$ cat config.mk
export PLATFORM = sky130hd
export DESIGN_NAME = dcache_controller
export DESIGN_NICKNAME = d
export VERILOG_FILES = /design/src/rtl/dcache_pkg.sv /design/src/rtl/dcache_data_ram.sv /design/src/rtl/dcache_controller.sv
export SDC_FILE = /design/constraint.sdc
export NUM_CORES = 2
export LEC_CHECK = 0
export ABC_AREA = 1
export CAP_MARGIN = 25
export CORE_MARGIN = 5
export CORE_UTILIZATION = 40
export DETAILED_ROUTE_END_ITERATION = 6
export PLACE_DENSITY = 0.65
export RECOVER_POWER = 100
export SLEW_MARGIN = 20
export SYNTH_ARGS = -nofsm -noshare
export SYNTH_HDL_FRONTEND = slang
export SYNTH_SLANG_ARGS = --single-unit
$ cat constraint.sdc
create_clock -name i_Clock -period 10.1 [get_ports i_Clock]
set_input_delay 2.02 -clock i_Clock [delete_from_list [all_inputs] [get_ports i_Clock]]
set_output_delay 2.02 -clock i_Clock [all_outputs]
set_load 0.005 [all_outputs]
$ cat src/rtl/dcache_pkg.sv
// +-----------------------------------------------------------------------+
// | dcache_pkg: shared types and geometry helpers for the data cache      |
// | Rev 1.0                                                               |
// +-----------------------------------------------------------------------+
`default_nettype none

package dcache_pkg;

    localparam int WORD_ADDR_W = 30;

    typedef enum logic [2:0] {
        IDLE        = 3'd0,
        REFILL_REQ  = 3'd1,
        REFILL_DATA = 3'd2,
        RESPOND     = 3'd3,
        WRITE_REQ   = 3'd4
    } state_t;

    // Fields are sized for the widest geometry; callers keep the low bits they need.
    typedef struct packed {
        logic [WORD_ADDR_W-1:0] tag;
        logic [WORD_ADDR_W-1:0] index;
        logic [WORD_ADDR_W-1:0] offset;
    } addr_split_t;

    function automatic int offset_width(input int words_per_line);
        return $clog2(words_per_line);
    endfunction

    function automatic int index_width(input int lines);
        return $clog2(lines);
    endfunction

    function automatic int tag_width(input int lines, input int words_per_line);
        return WORD_ADDR_W - offset_width(words_per_line) - index_width(lines);
    endfunction

    function automatic addr_split_t split_addr(input logic [WORD_ADDR_W-1:0] word_addr,
                                               input int offset_w, input int index_w);
        addr_split_t s;
        s.offset = word_addr & ((30'd1 << offset_w) - 30'd1);
        s.index  = (word_addr >> offset_w) & ((30'd1 << index_w) - 30'd1);
        s.tag    = word_addr >> (offset_w + index_w);
        return s;
    endfunction

endpackage

`default_nettype wire

$ cat src/rtl/dcache_data_ram.sv
// +-----------------------------------------------------------------------+
// | dcache_data_ram: word array, byte-enabled sync write, comb read       |
// | Rev 1.0                                                               |
// +-----------------------------------------------------------------------+
`default_nettype none

module dcache_data_ram #(
    parameter int DEPTH = 64,
    parameter int AW    = 6
) (
    input  logic          clk,
    input  logic          we,
    input  logic [AW-1:0] waddr,
    input  logic [31:0]   wdata,
    input  logic [3:0]    wbe,
    input  logic [AW-1:0] raddr,
    output logic [31:0]   rdata
);

    logic [31:0] mem [DEPTH];

    always_ff @(posedge clk) begin
        if (we) begin
            for (int b = 0; b < 4; b++) begin
                if (wbe[b]) begin
                    mem[waddr][8*b +: 8] <= wdata[8*b +: 8];
                end
            end
        end
    end

    assign rdata = mem[raddr];

endmodule

`default_nettype wire

$ cat src/rtl/dcache_controller.sv
// +-----------------------------------------------------------------------+
// | dcache_controller: direct-mapped write-through no-allocate D-cache    |
// | Rev 1.0                                                               |
// +-----------------------------------------------------------------------+
`default_nettype none

module dcache_controller
    import dcache_pkg::*;
#(
    parameter int LINES          = 16,
    parameter int WORDS_PER_LINE = 4
) (
    input  logic        i_Clock,
    input  logic        i_Reset,
    input  logic        i_Req,
    input  logic        i_Write,
    input  logic [31:0] i_Addr,
    input  logic [31:0] i_WriteData,
    input  logic [3:0]  i_ByteEnable,
    output logic        o_Stall,
    output logic        o_ReadValid,
    output logic [31:0] o_ReadData,
    output logic        o_MemReq,
    output logic        o_MemWrite,
    output logic [31:0] o_MemAddr,
    output logic [31:0] o_MemWriteData,
    output logic [3:0]  o_MemByteEnable,
    input  logic        i_MemReady,
    input  logic        i_MemReadValid,
    input  logic [31:0] i_MemReadData
);

    localparam int OFFSET_W = offset_width(WORDS_PER_LINE);
    localparam int INDEX_W  = index_width(LINES);
    localparam int TAG_W    = tag_width(LINES, WORDS_PER_LINE);
    localparam int RAM_AW   = OFFSET_W + INDEX_W;

    state_t state, state_next;

    logic [LINES-1:0]    valid;
    logic [TAG_W-1:0]    tag_mem [LINES];
    logic [TAG_W-1:0]    lat_tag;
    logic [INDEX_W-1:0]  lat_index;
    logic [OFFSET_W-1:0] lat_offset;
    logic [31:0]         lat_wdata;
    logic [3:0]          lat_be;
    logic [OFFSET_W-1:0] beat_cnt;
    logic                read_valid;
    logic [31:0]         read_data;

    addr_split_t         req_split;
    logic [TAG_W-1:0]    req_tag;
    logic [INDEX_W-1:0]  req_index;
    logic [OFFSET_W-1:0] req_offset;
    logic                hit;
    logic                unused_bits;

    logic                load_hit, load_miss, store_start, load_done;
    logic                refill_accept, refill_beat, last_beat;

    logic                ram_we;
    logic [RAM_AW-1:0]   ram_waddr, ram_raddr;
    logic [31:0]         ram_wdata, ram_rdata;
    logic [3:0]          ram_wbe;

    assign req_split  = split_addr(i_Addr[31:2], OFFSET_W, INDEX_W);
    assign req_tag    = req_split.tag[TAG_W-1:0];
    assign req_index  = req_split.index[INDEX_W-1:0];
    assign req_offset = req_split.offset[OFFSET_W-1:0];
    assign unused_bits = ^{i_Addr[1:0], req_split.tag[WORD_ADDR_W-1:TAG_W],
                           req_split.index[WORD_ADDR_W-1:INDEX_W],
                           req_split.offset[WORD_ADDR_W-1:OFFSET_W]};

    assign hit           = valid[req_index] && (tag_mem[req_index] == req_tag);
    assign load_hit      = (state == IDLE) && i_Req && !i_Write && hit;
    assign load_miss     = (state == IDLE) && i_Req && !i_Write && !hit;
    assign store_start   = (state == IDLE) && i_Req && i_Write;
    assign load_done     = load_hit || (state == RESPOND);
    assign refill_accept = (state == REFILL_REQ) && i_MemReady;
    assign refill_beat   = (state == REFILL_DATA) && i_MemReadValid;
    assign last_beat     = refill_beat && (beat_cnt == OFFSET_W'(WORDS_PER_LINE - 1));

    assign o_ReadValid = read_valid;
    assign o_ReadData  = read_data;

    always_comb begin
        state_next      = state;
        o_Stall         = 1'b0;
        o_MemReq        = 1'b0;
        o_MemWrite      = 1'b0;
        o_MemAddr       = '0;
        o_MemWriteData  = '0;
        o_MemByteEnable = '0;
        ram_we          = 1'b0;
        ram_waddr       = {req_index, req_offset};
        ram_wdata       = i_WriteData;
        ram_wbe         = i_ByteEnable;
        ram_raddr       = {req_index, req_offset};
        case (state)
            IDLE: begin
                if (i_Req) begin
                    if (i_Write) begin
                        o_Stall    = 1'b1;
                        state_next = WRITE_REQ;
                        // Merge happens only here, so waiting in WRITE_REQ cannot re-merge.
                        ram_we     = hit;
                    end else if (!hit) begin
                        o_Stall    = 1'b1;
                        state_next = REFILL_REQ;
                    end
                end
            end
            REFILL_REQ: begin
                o_Stall   = 1'b1;
                o_MemReq  = 1'b1;
                o_MemAddr = {lat_tag, lat_index, {OFFSET_W{1'b0}}, 2'b00};
                if (i_MemReady) begin
                    state_next = REFILL_DATA;
                end
            end
            REFILL_DATA: begin
                o_Stall   = 1'b1;
                ram_we    = i_MemReadValid;
                ram_waddr = {lat_index, beat_cnt};
                ram_wdata = i_MemReadData;
                ram_wbe   = 4'hF;
                if (last_beat) begin
                    state_next = RESPOND;
                end
            end
            RESPOND: begin
                ram_raddr  = {lat_index, lat_offset};
                state_next = IDLE;
            end
            WRITE_REQ: begin
                o_MemReq        = 1'b1;
                o_MemWrite      = 1'b1;
                o_MemAddr       = {lat_tag, lat_index, lat_offset, 2'b00};
                o_MemWriteData  = lat_wdata;
                o_MemByteEnable = lat_be;
                o_Stall         = !i_MemReady;
                if (i_MemReady) begin
                    state_next = IDLE;
                end
            end
            default: state_next = IDLE;
        endcase
    end

    always_ff @(posedge i_Clock or negedge i_Reset) begin
        if (!i_Reset) begin
            state      <= IDLE;
            valid      <= '0;
            beat_cnt   <= '0;
            lat_tag    <= '0;
            lat_index  <= '0;
            lat_offset <= '0;
            lat_wdata  <= '0;
            lat_be     <= '0;
            read_valid <= 1'b0;
            read_data  <= '0;
        end else begin
            state      <= state_next;
            read_valid <= load_done;
            if (load_done) begin
                read_data <= ram_rdata;
            end
            if (load_miss || store_start) begin
                lat_tag    <= req_tag;
                lat_index  <= req_index;
                lat_offset <= req_offset;
            end
            if (store_start) begin
                lat_wdata <= i_WriteData;
                lat_be    <= i_ByteEnable;
            end
            // Invalidate up front so an aborted refill never leaves a valid partial line.
            if (load_miss) begin
                valid[req_index] <= 1'b0;
            end
            if (last_beat) begin
                valid[lat_index] <= 1'b1;
            end
            if (refill_accept) begin
                beat_cnt <= '0;
            end else if (refill_beat) begin
                beat_cnt <= beat_cnt + OFFSET_W'(1);
            end
        end
    end

    always_ff @(posedge i_Clock) begin
        if (last_beat) begin
            tag_mem[lat_index] <= lat_tag;
        end
    end

    dcache_data_ram #(
        .DEPTH (LINES * WORDS_PER_LINE),
        .AW    (RAM_AW)
    ) u_data_ram (
        .clk   (i_Clock),
        .we    (ram_we),
        .waddr (ram_waddr),
        .wdata (ram_wdata),
        .wbe   (ram_wbe),
        .raddr (ram_raddr),
        .rdata (ram_rdata)
    );

endmodule

`default_nettype wire

# --- After elaboration in Yosys (flattened, before gate mapping) ---
# Memories as Yosys holds them, arrays and structs flattened. A register that Yosys moved wholly into a read port is not among the register bits.
# Index checks and enable logic that the tools add are counted.
classes:
  n_mux: 47
  addsub: 1
  bitwise: 3
  eq_ne: 11
  n_reduce_logical: 22
  magnitude_cmp: 4
ops:
  columns: ["cell", "n"]
  rows:
  - ["32-bit 2-to-1 mux", 2]
  - ["32-bit case mux with 2 select lines", 1]
  - ["16-bit 2-to-1 mux", 2]
  - ["24-bit equality test", 1]
  - ["1-bit 2-to-1 mux", 24]
  - ["3-bit 2-to-1 mux", 6]
  - ["16-bit AND", 1]
  - ["16-bit inverter", 1]
  - ["16-bit bitwise OR", 1]
  - ["6-bit 2-to-1 mux", 2]
  - ["3-bit case mux with 4 select lines", 1]
  - ["1-bit logical AND", 11]
  - ["4-bit by 5-bit < comparator with 1-bit output, second input constant", 2]
  - ["1-bit demux with 4-bit select", 2]
  - ["4-bit by 1-bit greater-or-equal comparator with 1-bit output, second input constant", 2]
  - ["4-bit 2-to-1 mux", 2]
  - ["2-bit inequality test, second input constant", 4]
  - ["3-bit by 2-bit equality test with 1-bit output, second input constant", 2]
  - ["5-bit AND reduction", 1]
  - ["1-bit binary-select mux with 4-bit select", 1]
  - ["1-bit zero test", 4]
  - ["2-bit 2-to-1 mux", 2]
  - ["2-bit OR reduction", 2]
  - ["3-bit by 1-bit equality test with 1-bit output, second input constant", 1]
  - ["other kinds (9)", 10]
totals:
  register_bits: 88
  mem_bits_rw: 2432
  memories: 2
  out_inout_bits: 104
memory_table:
  columns: ["memory", "depth", "word_bits", "read_ports", "rd_clocked_by_memory_dff", "wr", "line_no", "source"]
  rows:
  - ["u_data_ram.mem", 64, 32, 1, 1, 1, "dcache_data_ram.sv:20", "logic [31:0] mem [DEPTH];"]
  - ["tag_mem", 16, 24, 1, 0, 1, "dcache_controller.sv:41", "logic [TAG_W-1:0] tag_mem [LINES];"]

# --- Logic depth before layout (Yosys ltp) ---
depth:
  word_depth: 9
  ltp_mapped: 23
  depth_no_buf: 19

# --- Modules after synthesis ---
# From an unflattened synthesis, not the netlist that was laid out.
hier_totals:
  cells_unflattened: 9439
  hier_area_um2: 105466.2
by_module_without_submodules:
  columns: ["module", "cells_each", "area_per_inst_um2", "instances"]
  rows:
  - ["dcache_data_ram", 7021, 83161.0, 1]
  - ["dcache_controller", 2418, 22305.1, 1]

# --- Worst setup path after synthesis ---
# OpenSTA, ideal clock, no wires.
synth_timing:
  path_type: "input to output"
  startpoint: "input port i_Addr[4]"
  endpoint: "output port o_Stall"
  cell_stages: 20
  setup_slack_ns: 4.178
  arrival_time_ns: 3.902
  required_time_ns: 8.080
  cell_sequence: "buf_4 > inv_4 > buf_4 > buf_2 > nand2_1 > nand2_1 > nand2_1 > nand2_1 > nand2_1 > nand2_1 > nor2_2 > xor2_1 > nand2_1 > nor2_1 > nand2_1 > nor2_1 > nand2_1 > nand2_1 > buf_2 > nand3_1"
synth_via:
  elab_chain_len: 7
  word_cells_on_any_way: 9
synth_rtl:
  columns: ["item", "line_no", "source"]
  rows:
  - ["from (decl)", "dcache_controller.sv:17", "input logic [31:0] i_Addr,"]
  - ["memory read 16 x 24 bit or 1-bit binary-select mux with 4-bit select (tied branches)", null, null]
  - ["24-bit equality test or 1-bit 2-to-1 mux (tied branches)", "dcache_controller.sv:74", "assign hit = valid[req_index] && (tag_mem[req_index] == req_tag);"]
  - ["1-bit logical AND *", "dcache_controller.sv:74", null]
  - ["1-bit 2-to-1 mux *", "dcache_controller.sv:107", "end else if (!hit) begin"]
  - ["1-bit 2-to-1 mux *", "dcache_controller.sv:102", "if (i_Write) begin"]
  - ["1-bit 2-to-1 mux *", "dcache_controller.sv:101", "if (i_Req) begin"]
  - ["1-bit case mux with 3 select lines *", "dcache_controller.sv:99", "case (state)"]
  - ["to (decl)", "dcache_controller.sv:20", "output logic o_Stall,"]
# Every way passes the cells marked *; elsewhere a longest branch is shown, timed or not. The select of a mux whose other input is x is not followed.

# --- Worst setup path in the final report ---
layout_timing:
  startpoint: "input port i_Req"
  endpoint: "output port o_Stall"
layout_via:
  elab_chain_len: 2
layout_rtl:
  columns: ["item", "line_no", "source"]
  rows:
  - ["from (decl)", "dcache_controller.sv:15", "input logic i_Req,"]
  - ["1-bit 2-to-1 mux", "dcache_controller.sv:101", null]
  - ["1-bit case mux with 3 select lines", "dcache_controller.sv:99", null]
# No other way between the ends.

==> flow_summary.rst <==
.. list-table::
   :header-rows: 1

   * - Metric
     - Value
   * - DR vias/cell
     - approximately 5.6
   * - Gr usage total
     - 21.1%
   * - Clock tree sinks
     - 2,552
   * - Final period util
     - 90.8%
   * - Worst IR drop on VDD
     - 0.000278 V
   * - Total instance count after detailed placement
     - 12,000
   * - Final critical delay including setup and external delays
     - approximately 9.2 ns
   * - Chip Height
     - 521 microns
   * - Internal power consumption
     - 19.9 mW
   * - Sort of element at the end of the critical path
     - output pin
   * - Critical path launch point type
     - input pin
   * - Yosys reg bits
     - ~2,600
   * - Area share of the largest cell type after synthesis
     - a little over two thirds
   * - Largest net degree at the start of global routing
     - 238
   * - TNS Setup
     - 0 ns
   * - Post-Synthesis Mean Instance Area
     - approximately 12 sq um
   * - Part of the Yosys area used for sequential elements
     - 72.9%
   * - Switching component of the power
     - ~9.6 mW
   * - Post-Route WL
     - 295,000 microns
   * - Failing checks
     - design-rule violations, max-capacitance violations, max-slew violations
   * - Cell area after synthesis
     - 104,000 sq um
   * - Largest area contributor in the synthesized netlist
     - sky130_fd_sc_hd__edfxtp_1
   * - Clk slew on worst S/H paths
     - 0.06 ns
   * - Die Outline Area
     - around 270,000 sq um
   * - Maximum clock frequency
     - 109 MHz
   * - Power Total
     - 29.5 mW
   * - Leading post-synthesis cells by cell area
     - sky130_fd_sc_hd__edfxtp_1 (70%), sky130_fd_sc_hd__nor2_1 (6.8%), sky130_fd_sc_hd__o21ai_0 (5.5%), sky130_fd_sc_hd__nand2_1 (5.0%), sky130_fd_sc_hd__o211ai_1 (3.7%)
   * - Final Hold Viols
     - 0
   * - Placeable Area
     - between 200,000 and 300,000 sq um
   * - Max-capacitance violation count
     - 53
   * - Power share of the combinational group
     - 22.9%
   * - Post-DP HPWL
     - roughly 170,000 microns
   * - Clock latency reported for the late side of the worst-skew pair
     - between 0.9 and 1 ns
   * - Most frequent cell after synthesis
     - sky130_fd_sc_hd__edfxtp_1
   * - Placed cell areas
     - approximately 110,000 sq um
   * - Number of placement rows
     - about 190
   * - Setup Buffers After CTS
     - 0
   * - Post-Route Skew
     - 0.0897 ns
   * - Effective utilization at floorplan
     - 40.2%
   * - Number of global-route vias before repair
     - 66,000
   * - Maximum number of buffers from clock root to sink
     - 3
   * - Leading cell types by count after synthesis
     - sky130_fd_sc_hd__edfxtp_1 (2,432), sky130_fd_sc_hd__nor2_1 (1,880), sky130_fd_sc_hd__nand2_1 (1,379)
   * - Result of the run
     - finished with violations
   * - Core Util, Final
     - a little under half
   * - Maximum level of the CTS H-tree
     - 4
   * - Quantity of gates resized following cts
     - 0
   * - DRC marker count from the first detailed-route iteration
     - 9,089
   * - Place WS
     - ~1.7 ns
   * - Number of buffers inserted during clock tree synthesis
     - 234
   * - Final-report max-slew violation count
     - about 2,800
   * - Proportion of layout cells with a drive suffix above 1
     - 5.04%
   * - Relative slew slack
     - -204%
   * - Area growth from synthesis to layout
     - 12.4%
   * - Total of fill cells in the finished design
     - 22,900
   * - CTS Root Buffer Type
     - sky130_fd_sc_hd__clkbuf_16
   * - Kind of critical path
     - input pin to output pin
   * - Pleak
     - just under 40 nW
   * - Post-synthesis cell count
     - 8,895
   * - Hold Crit Class
     - flop to flop
   * - Post-detailed-route DRC marker count
     - 10
   * - Non-filler cells, final
     - 12,500
   * - Number of port buffers
     - 205
   * - Minimum hold slack
     - approximately 0.47 ns
   * - Final standard cell area without fillers
     - 117,000 sq um
   * - Final setup violation count
     - 0
   * - Switching Share
     - roughly a third
   * - Async set-or-reset flop fraction in the synthesized netlist
     - 4.70%
   * - Chip Width
     - 521 microns
   * - Proportion of power drawn by flip-flops and latches
     - between 40% and 50%
   * - Router iterations before antenna repair
     - 7
   * - Net count of the finished layout
     - ~9,000
   * - Number of distinct library cells after synthesis
     - 32
   * - Initial antenna violation count
     - 10
   * - CTS tree
     - yes
   * - ANT nets after route
     - 0
   * - Routability congestion estimate
     - ~0.84
   * - Total gr overflow
     - 0
   * - Average routed wire per standard cell
     - 23.6 microns
   * - I/O Pins
     - 210
   * - Top fanout value on the critical path
     - 31
   * - Cell area power density
     - around 250 nW/um^2
   * - Required time of the critical path
     - approximately 8.1 ns
   * - Wire length of the first global-routing pass
     - ~430,000 microns
   * - CTS hold repair buffers
     - 0
   * - Number of enable-type register cells in the synthesized netlist
     - 2,432
   * - Total of warnings raised by yosys
     - 0
   * - Setup repair after global routing missed its margin
     - false
   * - Arrival time at the worst endpoint
     - about 7 ns
   * - Transition time at the pin with the least slew margin
     - 4.56 ns
   * - Final setup margin
     - 0.924 ns
   * - Clock share of power
     - ~31%
   * - Via count
     - 69,800
   * - Commonest register cell after synthesis
     - sky130_fd_sc_hd__edfxtp_1
cell usage in the layout (no fill, tap or decap), drive strengths merged, types with 3 or more instances in the layout:
cell              n
edfxtp         2432
nor2           1883
nand2          1385
o21ai          1147
nand3           556
o211ai          509
clkbuf          328
inv             210
clkinv          124
dfrtp           120
clkdlybuf4s50   102
dlygate4sd3     100
buf              62
a21oi            37
bufinv           31
diode            16
o21bai           11
clkinvlp         11
nand4             9
nand3b            3
power groups by stage:
stage | clock [mW] | sequential (mW) | combinational [mW]
6_report | 9.06 | 13.7 | 6.77
5_1_grt | 9.60 | 13.7 | 7.35
4_1_cts | 9.15 | 13.5 | 6.88
3_5_place_dp | 0 | 13.7 | 6.85
3_3_place_gp | 0 | 13.7 | 6.70
2_1_floorplan | 0 | 13.7 | 3.82
logic make-up (layout without fill, tap and decap cells):
family                   Yosys count  in the layout  share of synthesized area (%)
buffers and inverters            789            968                           3.03
XOR/XNOR                           2              2                         0.0168
AND/OR/NAND/NOR                 3842           3842                           14.6
flip-flops                      2552           2552                           72.9
adder cells (fa/ha/maj)            1              1                         0.0120
AO/OA/AOI/OAI                   1708           1708                           9.46
other                              1             18                        0.00360
layer usage:
layer / global-route usage (%) / vias to the layer above / part of all wire (%)
met4: 8.16 / 2 / 3.9
met2: 33.2 / 3358 / 47
li1: - / 31500 / -
met1: 28.3 / 34400 / 40
met3: 5.08 / 547 / 10
met5: 0.281 / - / 0.0044
flip-flops by register name, summed over array words and instances, names as in the netlist:
register	flops
lat_wdata	32
lat_offset	2
o_ReadValid	1
lat_index	4
beat_cnt	2
lat_be	4
tag_mem	384
lat_tag	24
o_ReadData	32
u_data_ram.mem	2048
valid	16
state	3
critical path, stage by stage:
cell                              delay [ns]
sky130_fd_sc_hd__dlygate4sd3_1          0.57
sky130_fd_sc_hd__inv_1                  0.08
sky130_fd_sc_hd__nor2_1                 2.04
sky130_fd_sc_hd__nand2_1                1.37
sky130_fd_sc_hd__nand3_1                0.50
sky130_fd_sc_hd__clkdlybuf4s50_1        0.57
path summary, 6_finish.rpt:
| path | depth (start not counted) | slack, ns | startpoint | endpoint |
|---|---|---|---|---|
| worst max register to register | 7 | 1.82 | state[2]$_DFFE_PN0P_ | u_data_ram.mem[31][7]$_DFFE_PP_ |
| max in group asynchronous | 2 | 2.99 | i_Reset | lat_wdata[21]$_DFFE_PN0P_ |
| min in group asynchronous | 1 | 2.73 | i_Reset | lat_wdata[28]$_DFFE_PN0P_ |
| worst min-delay path | 2 | 0.47 | valid[14]$_DFF_PN0_ | valid[14]$_DFF_PN0_ |
| worst max-delay path | 6 | 0.92 | i_Req | o_Stall |
| worst min register to register | 2 | 0.47 | valid[14]$_DFF_PN0_ | valid[14]$_DFF_PN0_ |
final cells by class:
type                       count  area [sq um]  share of cell area, %
antenna                       16          40.0                 0.0342
sequential                  2552         76000                   64.9
inverter                     205           787                  0.672
clock buffer                 269          5990                   5.11
clock inverter               171          1890                   1.61
multi-input combinational   5555         25300                   21.6
timing repair buffer         323          2880                   2.45
tap                         3402          4260                   3.63
Note: power is estimated with default switching activity, not from simulation.
